## config.mk

```make
export PLATFORM = sky130hd
export DESIGN_NAME = packet_queue_flat
export DESIGN_NICKNAME = d
export VERILOG_FILES = /design/src/rtl/packet_queue_if.sv /design/src/rtl/packet_queue.sv /design/src/flat_wrapper.sv
export SDC_FILE = /design/constraint.sdc
export NUM_CORES = 1
export LEC_CHECK = 0
export CELL_PAD_IN_SITES_DETAIL_PLACEMENT = 1
export CELL_PAD_IN_SITES_GLOBAL_PLACEMENT = 2
export CORE_MARGIN = 8
export CORE_UTILIZATION = 38
export CTS_CLUSTER_SIZE = 25
export DETAILED_ROUTE_END_ITERATION = 6
export PLACE_DENSITY_LB_ADDON = 0.15
export SETUP_SLACK_MARGIN = 0.5
export SYNTH_ARGS = -nofsm -noshare
export SYNTH_HDL_FRONTEND = slang
export SYNTH_SLANG_ARGS = --single-unit
```

## constraint.sdc

```tcl
create_clock -name clock -period 3.1 [get_ports clock]
set_input_delay 0.31 -clock clock [delete_from_list [all_inputs] [get_ports clock]]
set_output_delay 0.31 -clock clock [all_outputs]
set_load 0.03 [all_outputs]
```

## src/rtl/packet_queue_if.sv

```systemverilog
`default_nettype none
// ============================================================================
// Module      : packet_queue_if
// Description : Producer-side and consumer-side valid/ready packet handshake
//               bundle for packet_queue. Each packet is a header, an address
//               and a data field.
// Revision    : 1.0 - initial release
// ============================================================================
interface packet_queue_if #(
  parameter int HEADER_W = 16,
  parameter int ADDR_W   = 16,
  parameter int DATA_W   = 32
);
  logic                inPacket_tx_valid;
  logic                inPacket_tx_ready;
  logic [HEADER_W-1:0] inPacket_tx_header;
  logic [ADDR_W-1:0]   inPacket_tx_addr;
  logic [DATA_W-1:0]   inPacket_tx_data;
  logic                outPacket_rx_valid;
  logic                outPacket_rx_ready;
  logic [HEADER_W-1:0] outPacket_rx_header;
  logic [ADDR_W-1:0]   outPacket_rx_addr;
  logic [DATA_W-1:0]   outPacket_rx_data;

  // Environment view: drives incoming packets and the consumer ready.
  modport master (
    output inPacket_tx_valid, inPacket_tx_header, inPacket_tx_addr, inPacket_tx_data,
    input  inPacket_tx_ready,
    input  outPacket_rx_valid, outPacket_rx_header, outPacket_rx_addr, outPacket_rx_data,
    output outPacket_rx_ready
  );

  // Queue view.
  modport slave (
    input  inPacket_tx_valid, inPacket_tx_header, inPacket_tx_addr, inPacket_tx_data,
    output inPacket_tx_ready,
    output outPacket_rx_valid, outPacket_rx_header, outPacket_rx_addr, outPacket_rx_data,
    input  outPacket_rx_ready
  );
endinterface
`default_nettype wire

```

## src/rtl/packet_queue.sv

```systemverilog
`default_nettype none
// ============================================================================
// Module      : packet_queue
// Description : DEPTH-entry FIFO for header/addr/data packets with valid/ready
//               on both sides, synchronous flush and optional flow-through
//               bypass when empty (FLOW=1).
// Revision    : 1.0 - initial release
// ============================================================================
module packet_queue #(
  parameter int HEADER_W = 16,
  parameter int ADDR_W   = 16,
  parameter int DATA_W   = 32,
  parameter int DEPTH    = 4,
  parameter int FLOW     = 0
) (
  input  wire                              clock,
  input  wire                              reset,
  input  wire                              flush,
  packet_queue_if.slave                    pkt,
  output logic [$clog2(DEPTH+1)-1:0]       count
);

  localparam int CW = $clog2(DEPTH + 1);
  localparam int PW = (DEPTH > 1) ? $clog2(DEPTH) : 1;
  localparam int EW = HEADER_W + ADDR_W + DATA_W;

  localparam logic [CW-1:0] c_depth   = CW'(DEPTH);
  localparam logic [PW-1:0] c_lastPtr = PW'(DEPTH - 1);

  logic [EW-1:0] r_mem [DEPTH];
  logic [PW-1:0] r_wrPtr;
  logic [PW-1:0] r_rdPtr;
  logic [CW-1:0] r_count;

  logic          w_full;
  logic          w_empty;
  logic          w_txReady;
  logic          w_rxValid;
  logic          w_offer;
  logic          w_bypass;
  logic          w_enq;
  logic          w_deq;
  logic          w_passThru;
  logic          w_store;
  logic          w_pop;
  logic [EW-1:0] w_inWord;
  logic [EW-1:0] w_head;
  logic [EW-1:0] w_headMasked;

  assign w_full  = (r_count == c_depth);
  assign w_empty = (r_count == '0);

  // Flow-through lets an offered packet stand in for the empty head.
  generate
    if (FLOW != 0) begin : g_flow
      assign w_offer  = pkt.inPacket_tx_valid;
      assign w_bypass = w_empty;
    end else begin : g_noFlow
      assign w_offer  = 1'b0;
      assign w_bypass = 1'b0;
    end
  endgenerate

  // Ready depends only on stored state and flush, never on the consumer.
  assign w_txReady = ~w_full & ~flush;
  assign w_rxValid = (~w_empty | w_offer) & ~flush;

  assign w_enq = pkt.inPacket_tx_valid & w_txReady;
  assign w_deq = w_rxValid & pkt.outPacket_rx_ready;

  // A packet taken straight through an empty flow-through queue is never stored.
  assign w_passThru = w_bypass & w_enq & w_deq;
  assign w_store    = w_enq & ~w_passThru;
  assign w_pop      = w_deq & ~w_passThru;

  assign w_inWord     = {pkt.inPacket_tx_header, pkt.inPacket_tx_addr, pkt.inPacket_tx_data};
  assign w_head       = w_bypass ? w_inWord : r_mem[r_rdPtr];
  assign w_headMasked = w_rxValid ? w_head : '0;

  assign pkt.inPacket_tx_ready   = w_txReady;
  assign pkt.outPacket_rx_valid  = w_rxValid;
  assign pkt.outPacket_rx_header = w_headMasked[EW-1 -: HEADER_W];
  assign pkt.outPacket_rx_addr   = w_headMasked[DATA_W +: ADDR_W];
  assign pkt.outPacket_rx_data   = w_headMasked[DATA_W-1:0];
  assign count                   = r_count;

  // Pointer and occupancy bookkeeping; flush empties the queue on the next edge.
  always_ff @(posedge clock or posedge reset) begin
    if (reset) begin
      r_wrPtr <= '0;
      r_rdPtr <= '0;
      r_count <= '0;
    end else if (flush) begin
      r_wrPtr <= '0;
      r_rdPtr <= '0;
      r_count <= '0;
    end else begin
      if (w_store) begin
        r_wrPtr <= (r_wrPtr == c_lastPtr) ? '0 : r_wrPtr + PW'(1);
      end
      if (w_pop) begin
        r_rdPtr <= (r_rdPtr == c_lastPtr) ? '0 : r_rdPtr + PW'(1);
      end
      case ({w_store, w_pop})
        2'b10:   r_count <= r_count + CW'(1);
        2'b01:   r_count <= r_count - CW'(1);
        default: r_count <= r_count;
      endcase
    end
  end

  // Packet storage; contents are don't-care until written, so no reset.
  always_ff @(posedge clock) begin
    if (w_store) begin
      r_mem[r_wrPtr] <= w_inWord;
    end
  end

endmodule
`default_nettype wire

```

## src/flat_wrapper.sv

```systemverilog
// flat-port wrapper written by rule: the top's interface ports become plain ports
module packet_queue_flat 
#(
  parameter int HEADER_W = 16,
  parameter int ADDR_W   = 16,
  parameter int DATA_W   = 32,
  parameter int DEPTH    = 4,
  parameter int FLOW     = 0
)
  (clock, reset, flush, count, pkt_inPacket_tx_valid, pkt_inPacket_tx_header, pkt_inPacket_tx_addr, pkt_inPacket_tx_data, pkt_inPacket_tx_ready, pkt_outPacket_rx_valid, pkt_outPacket_rx_header, pkt_outPacket_rx_addr, pkt_outPacket_rx_data, pkt_outPacket_rx_ready);
  packet_queue_if #(.HEADER_W(HEADER_W), .ADDR_W(ADDR_W), .DATA_W(DATA_W)) pkt_i ();
  input  wire clock;
  input  wire reset;
  input  wire flush;
  output logic [$clog2(DEPTH+1)-1:0] count;
  input wire logic [$bits(pkt_i.inPacket_tx_valid)-1:0] pkt_inPacket_tx_valid;
  input wire logic [$bits(pkt_i.inPacket_tx_header)-1:0] pkt_inPacket_tx_header;
  input wire logic [$bits(pkt_i.inPacket_tx_addr)-1:0] pkt_inPacket_tx_addr;
  input wire logic [$bits(pkt_i.inPacket_tx_data)-1:0] pkt_inPacket_tx_data;
  output wire logic [$bits(pkt_i.inPacket_tx_ready)-1:0] pkt_inPacket_tx_ready;
  output wire logic [$bits(pkt_i.outPacket_rx_valid)-1:0] pkt_outPacket_rx_valid;
  output wire logic [$bits(pkt_i.outPacket_rx_header)-1:0] pkt_outPacket_rx_header;
  output wire logic [$bits(pkt_i.outPacket_rx_addr)-1:0] pkt_outPacket_rx_addr;
  output wire logic [$bits(pkt_i.outPacket_rx_data)-1:0] pkt_outPacket_rx_data;
  input wire logic [$bits(pkt_i.outPacket_rx_ready)-1:0] pkt_outPacket_rx_ready;
  assign pkt_i.inPacket_tx_valid = pkt_inPacket_tx_valid;
  assign pkt_i.inPacket_tx_header = pkt_inPacket_tx_header;
  assign pkt_i.inPacket_tx_addr = pkt_inPacket_tx_addr;
  assign pkt_i.inPacket_tx_data = pkt_inPacket_tx_data;
  assign pkt_inPacket_tx_ready = pkt_i.inPacket_tx_ready;
  assign pkt_outPacket_rx_valid = pkt_i.outPacket_rx_valid;
  assign pkt_outPacket_rx_header = pkt_i.outPacket_rx_header;
  assign pkt_outPacket_rx_addr = pkt_i.outPacket_rx_addr;
  assign pkt_outPacket_rx_data = pkt_i.outPacket_rx_data;
  assign pkt_i.outPacket_rx_ready = pkt_outPacket_rx_ready;
  packet_queue #(.HEADER_W(HEADER_W), .ADDR_W(ADDR_W), .DATA_W(DATA_W), .DEPTH(DEPTH), .FLOW(FLOW)) u_core (.clock(clock), .reset(reset), .flush(flush), .pkt(pkt_i), .count(count));
endmodule
```

==> metrics, run 1 <==
largest net degree at the start of global routing 43; Placed Area 12200 um2; Antenna diodes 0; Slew @ Worst Pin 534.1 ps; H-Tree Depth 1; CTS tree done; Peak VDD IR 0.3188 mV; min Tclk post-route 2574 ps; CP endpoint pkt_outPacket_rx_data[4]; WP data arrival 2260 ps; final hold viol count 0; r2r worst-path depth 6; final number of setup-violating endpoints 0; Via Count 5015; reg2reg start u_core.count[1]$_DFFE_PP0P_; Leak 4.369 nW; setup TNS 0 ps; Reg clk slew, reported paths 60 ps; I/O Buffers 137; maxcap violations 0; post-synth top area cell edfxtp_1; DRT Pass-1 Iters 4; Syn Area/Cell 21.89 um2; I/O pin cnt 138; post-detail-place hpwl 14110 um; Pwr per Cell Area 632.7 nW/um2; Routed WL 22510 um; die width 180.0 um; Synth top area share 0.7521; critical path launch point type flip-flop; P&R area growth vs syn 27.85%; critical path endpoint category output port; CTS Sinks 263; nets@finish 710; DR vias/cell 5.030; Die Y-Extent 180.0 um; first-pass GRT wire length 34510 um; Synth Warn # 0; via count of the first global-routing pass 5802; Starting DRT DRC Count 271; Max clock buf depth 3; Tot GR Track Use 0.1367; initial antenna violation count 0; Slew headroom 0.6418; share of layout cells above drive strength 1 0.3171; unrepaired setup endpoints after global routing yes; Final Cycle Share 0.8304; Design Area, Final 13070 um2; # hold bufs at CTS 0; cell count after synthesis 467; drt drc 0; full die area 32400 um2; Placement Rows 60; fmax 388.5 MHz; CTS root buf clkbuf_16; Worst Path Max Fanout 10; Syn Nets 542; worst hold path class in2async; core box area 26650 um2; Data required, critical path 2790 ps; synthesized cell area 10220 um2; #FFs+latches synth 263; Final Skew 8.852 ps; CTS buffer count 28; r2r endpoint u_core.count[1]$_DFFE_PP0P_; GRT overflow 0; CP Launch Point u_core.r_rdPtr[0]$_DFFE_PP0P_; synth unique cells 32; top cells by area, synth edfxtp_1 (75%), mux4_2 (14%), and2_1 (4.2%), dfrtp_1 (1.7%), ha_1 (0.61%); max-slew violations 0; post-synthesis sequential area ratio 0.7692; initial core utilization 0.3835; Worst R2R Setup Slack 870 ps; Clk Latency, worst-skew pair 520 ps; wire per inst 22.58 um; number of antenna-violating nets in the routed design 0; Crit Path Category reg2out; outcome finished clean
## repair_timing
| item | CTS | global route |
|---|---|---|
| pin swaps | 0 | 0 |
| gates cloned | 4 | 1 |
| gates resized for setup | 239 | 55 |
| endpoints found under the setup margin | 63 | 41 |
| buffers inserted | 4 | 2 |
## critical path, stage by stage (launching register included)
cell             delay, ps
dfrtp_4                490
buf_12                 120
buf_16                 150
mux4_2                 500
and2_1                 190
clkdlybuf4s15_2        280
## layer usage
metal  wire length (um)  GRT usage
met2              11280     0.2360
met3               1066    0.02903
met5                  0          0
met4                378    0.03434
met1               9787     0.1735
## state kept, by name (all words and copies together), names as in the netlist
signal	cells
u_core.r_wrPtr	2
u_core.count	3
u_core.r_rdPtr	2
u_core.r_mem	256
## cell usage in the layout (no fill, tap or decap), types with 2 or more instances in the layout
cell,n
edfxtp_1,256
clkdlybuf4s50_1,72
mux4_2,64
and2_1,64
buf_2,51
clkbuf_16,30
buf_12,18
clkinv_2,10
clkdlybuf4s15_2,10
nor2_1,7
inv_1,6
buf_16,6
ha_1,5
clkbuf_1,5
a21oi_1,4
and2_4,4
dfrtp_1,4
mux2i_1,3
clkinv_1,3
buf_4,3
xor2_1,2
nor3_1,2
o21ai_0,2
clkinvlp_4,2
dfrtp_4,2
## area by class of cell
type / instances / area, um2
multi-input combinational: 173 / 2206
clock buffer: 34 / 744.5
clock inverter: 17 / 115.1
inverter: 6 / 22.52
timing repair buffer: 163 / 1682
fill: 2453 / 13580
sequential: 263 / 7871
tap: 341 / 426.7
## cells in the mapped netlist
master / instances
a2111oi_0: 1
a211oi_4: 1
a21oi_1: 5
a31oi_1: 1
and2_1: 68
and3_1: 1
buf_2: 9
buf_4: 2
buf_6: 5
clkbuf_1: 8
clkbuf_2: 1
dfrtp_1: 7
edfxtp_1: 256
fa_1: 1
ha_1: 5
inv_1: 6
mux2i_1: 3
mux4_2: 64
nand2_1: 1
nand2b_1: 1
nor2_1: 7
nor2_2: 1
nor3_1: 2
nor3b_1: 1
o21a_1: 1
o21ai_0: 2
o22ai_1: 1
o31ai_1: 1
o31ai_2: 1
o32ai_1: 1
xnor2_1: 1
xor2_1: 2
## logic make-up after synthesis
logic type	Yosys count	share of synthesized area
AND/OR/NAND/NOR	82	0.04811
AO/OA/AOI/OAI	15	0.01102
adder cells (fa/ha/maj)	6	0.008079
flip-flops	263	0.7692
buffers and inverters	31	0.01701
XOR/XNOR	3	0.002571
multiplexers	67	0.1440
## power by group
part / switching, W / internal [W] / leakage [nW]
logic: 0.000590 / 0.000534 / 1.53
clock network: 0.00130 / 0.00179 / 0.426
registers: 0.0000406 / 0.00402 / 2.41
total: 0.00193 / 0.00634 / 4.37
## how the worst min path moves through the flow
stage | from | end | slack (ps) | cells past startpoint
finish | reset | u_core.count[1]$_DFFE_PP0P_ | 40 | 2
global route | reset | u_core.count[1]$_DFFE_PP0P_ | 50 | 2
CTS | reset | u_core.count[1]$_DFFE_PP0P_ | 30 | 2
detailed placement | reset | u_core.count[0]$_DFFE_PP0P_ | 600 | 2
global placement | reset | u_core.count[0]$_DFFE_PP0P_ | 590 | 2
floorplan | reset | u_core.count[0]$_DFFE_PP0P_ | 110 | 1
## metrics by stage
step | util | setup slack (ps) | power [W] | hold WS (ps) | instances
global route | 0.4903 | 443.2 | 0.008577 | 53.70 | 997
global placement | 0.4578 | 539.8 | 0.005196 | 586.3 | 935
floorplan | - | 616.7 | 0.004754 | 113.4 | 467
finish | 0.4903 | 525.8 | 0.008267 | 39.19 | 997
CTS | 0.4944 | 447.8 | 0.008392 | 33.19 | 994
detailed placement | 0.4578 | 438.7 | 0.005232 | 598.6 | 935
No activity file was read; power rests on OpenSTA's default activity.
==> inputs of run 2 (changes only) <==
==> constraint.sdc (replaced) <==
create_clock -name clock -period 2.2 [get_ports clock]
set_input_delay 0.22 -clock clock [delete_from_list [all_inputs] [get_ports clock]]
set_output_delay 0.22 -clock clock [all_outputs]
set_load 0.03 [all_outputs]
==> metrics, run 2 (synthesis results as in run 1) <==
outcome finished with violations (was finished clean); failing checks negative setup slack; Post-Route Utilization 0.5720 (was 0.4903); Antenna diodes 0 (unchanged); CTS buffer count 27 (was 28); Pwr per Cell Area 815.6 nW/um2 (was 632.7 nW/um2); max-slew violations 0 (unchanged); fmax 416.6 MHz; Reg clk slew, reported paths 60 ps (about the same); CTS root buf clkbuf_16 (unchanged); drt drc 0 (unchanged); DRT Pass-1 Iters 4 (unchanged); GPL Wtd Cong 0.7099; final hold viol count 0 (unchanged); largest net degree at the start of global routing 38 (was 43); Multi-input gate area 2392 um2 (was 2206 um2); I/O pin cnt 138 (unchanged); critical path endpoint category output port (unchanged); Setup WS post-layout -200.1 ps (was 525.8 ps); I/O Buffers 137 (unchanged); worst slack at placement 165.9 ps (was 438.7 ps); Final Skew 5.159 ps (was 8.852 ps); via count of the first global-routing pass 6204 (was 5802); H-Tree Depth 1 (unchanged); CTS Sinks 263 (unchanged); number of antenna-violating nets in the routed design 0 (unchanged); worst hold path class in2reg (was in2async); maxcap violations 0 (unchanged); core box area 26650 um2 (unchanged); final number of setup-violating endpoints 64 (was 0); CTS tree done (unchanged); initial antenna violation count 0 (unchanged); WP data arrival 2180 ps (was 2260 ps); wire per inst 25.78 um (was 22.58 um); P&R area growth vs syn 49.14% (was 27.85%); Routed WL 27950 um (was 22510 um); Leak 5.277 nW (was 4.369 nW); full die area 32400 um2 (unchanged); first-pass GRT wire length 40850 um (was 34510 um); Via Count 5472 (was 5015); Placed Cells 942 (was 935); hold_ws 330.3 ps (was 39.19 ps); Data required, critical path 1980 ps (was 2790 ps); Starting DRT DRC Count 423 (was 271); die width 180.0 um (unchanged); non-filler cells, final 1084 (was 997); most common cell after layout, fill and taps aside edfxtp_1 (unchanged); critical path launch point type flip-flop (unchanged); post-detail-place hpwl 13900 um (was 14110 um); min Tclk post-route 2400 ps; Clk Latency, worst-skew pair 520 ps (about the same); unrepaired setup endpoints after global routing yes (unchanged); max FFs per register 256 (unchanged); Max clock buf depth 3 (unchanged); share of layout cells above drive strength 1 0.4845 (was 0.3171); GRT overflow 0 (unchanged); initial core utilization 0.3835 (unchanged); Die Y-Extent 180.0 um (unchanged); nets@finish 798 (was 710); Reg area 7874 um2 (was 7871 um2); Reg with most FFs u_core.r_mem (unchanged); most frequent cells in the layout edfxtp_1 (256), buf_6 (76), clkdlybuf4s50_1 (68) (was edfxtp_1 (256), clkdlybuf4s50_1 (72), mux4_2 (64), and2_1 (64), buf_2 (51)); Worst Path Max Fanout 7 (was 10); Fill cells 2274 (was 2453); DR vias/cell 5.048 (was 5.030); Final Cycle Share 1.091; Slew @ Worst Pin 357.0 ps (was 534.1 ps); Placement Rows 60 (unchanged); Crit Path Category reg2out (unchanged); Tot GR Track Use 0.1691 (was 0.1367); Peak VDD IR 0.5571 mV (was 0.3188 mV); Slew headroom 0.7558 (was 0.6418)
## run 2: layout make-up
class | count | area share
Sequential cell | 263 | 0.5165
Timing Repair Buffer | 252 | 0.2416
Multi-Input combinational cell | 173 | 0.1569
Clock buffer | 35 | 0.04629
Tap cell | 341 | 0.02799
Clock inverter | 14 | 0.009193
Inverter | 6 | 0.001477
## run 2: critical path: stages, from the launching register on
cell     delay [ps]
dfrtp_4         500
buf_12          160
buf_12          130
buf_16          140
mux4_2          420
and2_4          160
buf_6           130
## run 2: final timing paths
| check | to | startpoint | slack (ps) | depth (start not counted) |
|---|---|---|---|---|
| min in group asynchronous | u_core.count[0]$_DFFE_PP0P_ | reset | 500 | 3 |
| min reg2reg | u_core.r_wrPtr[0]$_DFFE_PP0P_ | u_core.r_wrPtr[0]$_DFFE_PP0P_ | 690 | 2 |
| max | pkt_outPacket_rx_data[17] | u_core.r_rdPtr[0]$_DFFE_PP0P_ | -200 | 6 |
| min | u_core.r_mem[2][40]$_DFFE_PP_ | pkt_inPacket_tx_addr[8] | 330 | 1 |
| max in group asynchronous | u_core.r_rdPtr[0]$_DFFE_PP0P_ | reset | 1440 | 3 |
| max reg2reg | u_core.r_mem[3][31]$_DFFE_PP_ | u_core.count[2]$_DFFE_PP0P_ | 210 | 9 |
## run 2: metal layers
metal	GRT usage	share of wire
met1	0.2211	0.42
met2	0.2952	0.51
met3	0.03004	0.059
met4	0.02901	0.014
met5	0	0
## run 2: repair_timing
action                                  CTS  global route
pin swaps                                56             9
gates cloned                             33             5
hold buffers                              1             0
hold endpoints to repair                  7             0
endpoints found under the setup margin  277           325
buffers inserted                         51             3
gates resized for setup                 207             7
## run 2: where the power goes
part           total (W)  switching [W]  internal, W
clock network    0.00441        0.00181      0.00260
registers        0.00571      0.0000496      0.00566
logic            0.00231        0.00103      0.00128
## run 2: metrics by stage
| step | area (um2) | TNS, ps | power (W) |
|---|---|---|---|
| 3_3_place_gp | 12220 | 0 | 0.007361 |
| 6_report | 15240 | -7960 | 0.01243 |
| 3_5_place_dp | 12220 | 0 | 0.007393 |
| 2_1_floorplan | 10300 | 0 | 0.006725 |
| 4_1_cts | 15050 | -9295 | 0.01245 |
| 5_1_grt | 15240 | -11200 | 0.01282 |
==> inputs of run 3 (changes only) <==
--- a/config.mk
+++ b/config.mk
@@ -13,6 +13,7 @@
 export DETAILED_ROUTE_END_ITERATION = 6
 export PLACE_DENSITY_LB_ADDON = 0.15
 export SETUP_SLACK_MARGIN = 0.5
+export SLEW_MARGIN = 25
 export SYNTH_ARGS = -nofsm -noshare
 export SYNTH_HDL_FRONTEND = slang
 export SYNTH_SLANG_ARGS = --single-unit
==> results of run 3 <==
The final DEF is identical to that of run 2; final timing and power are the same.
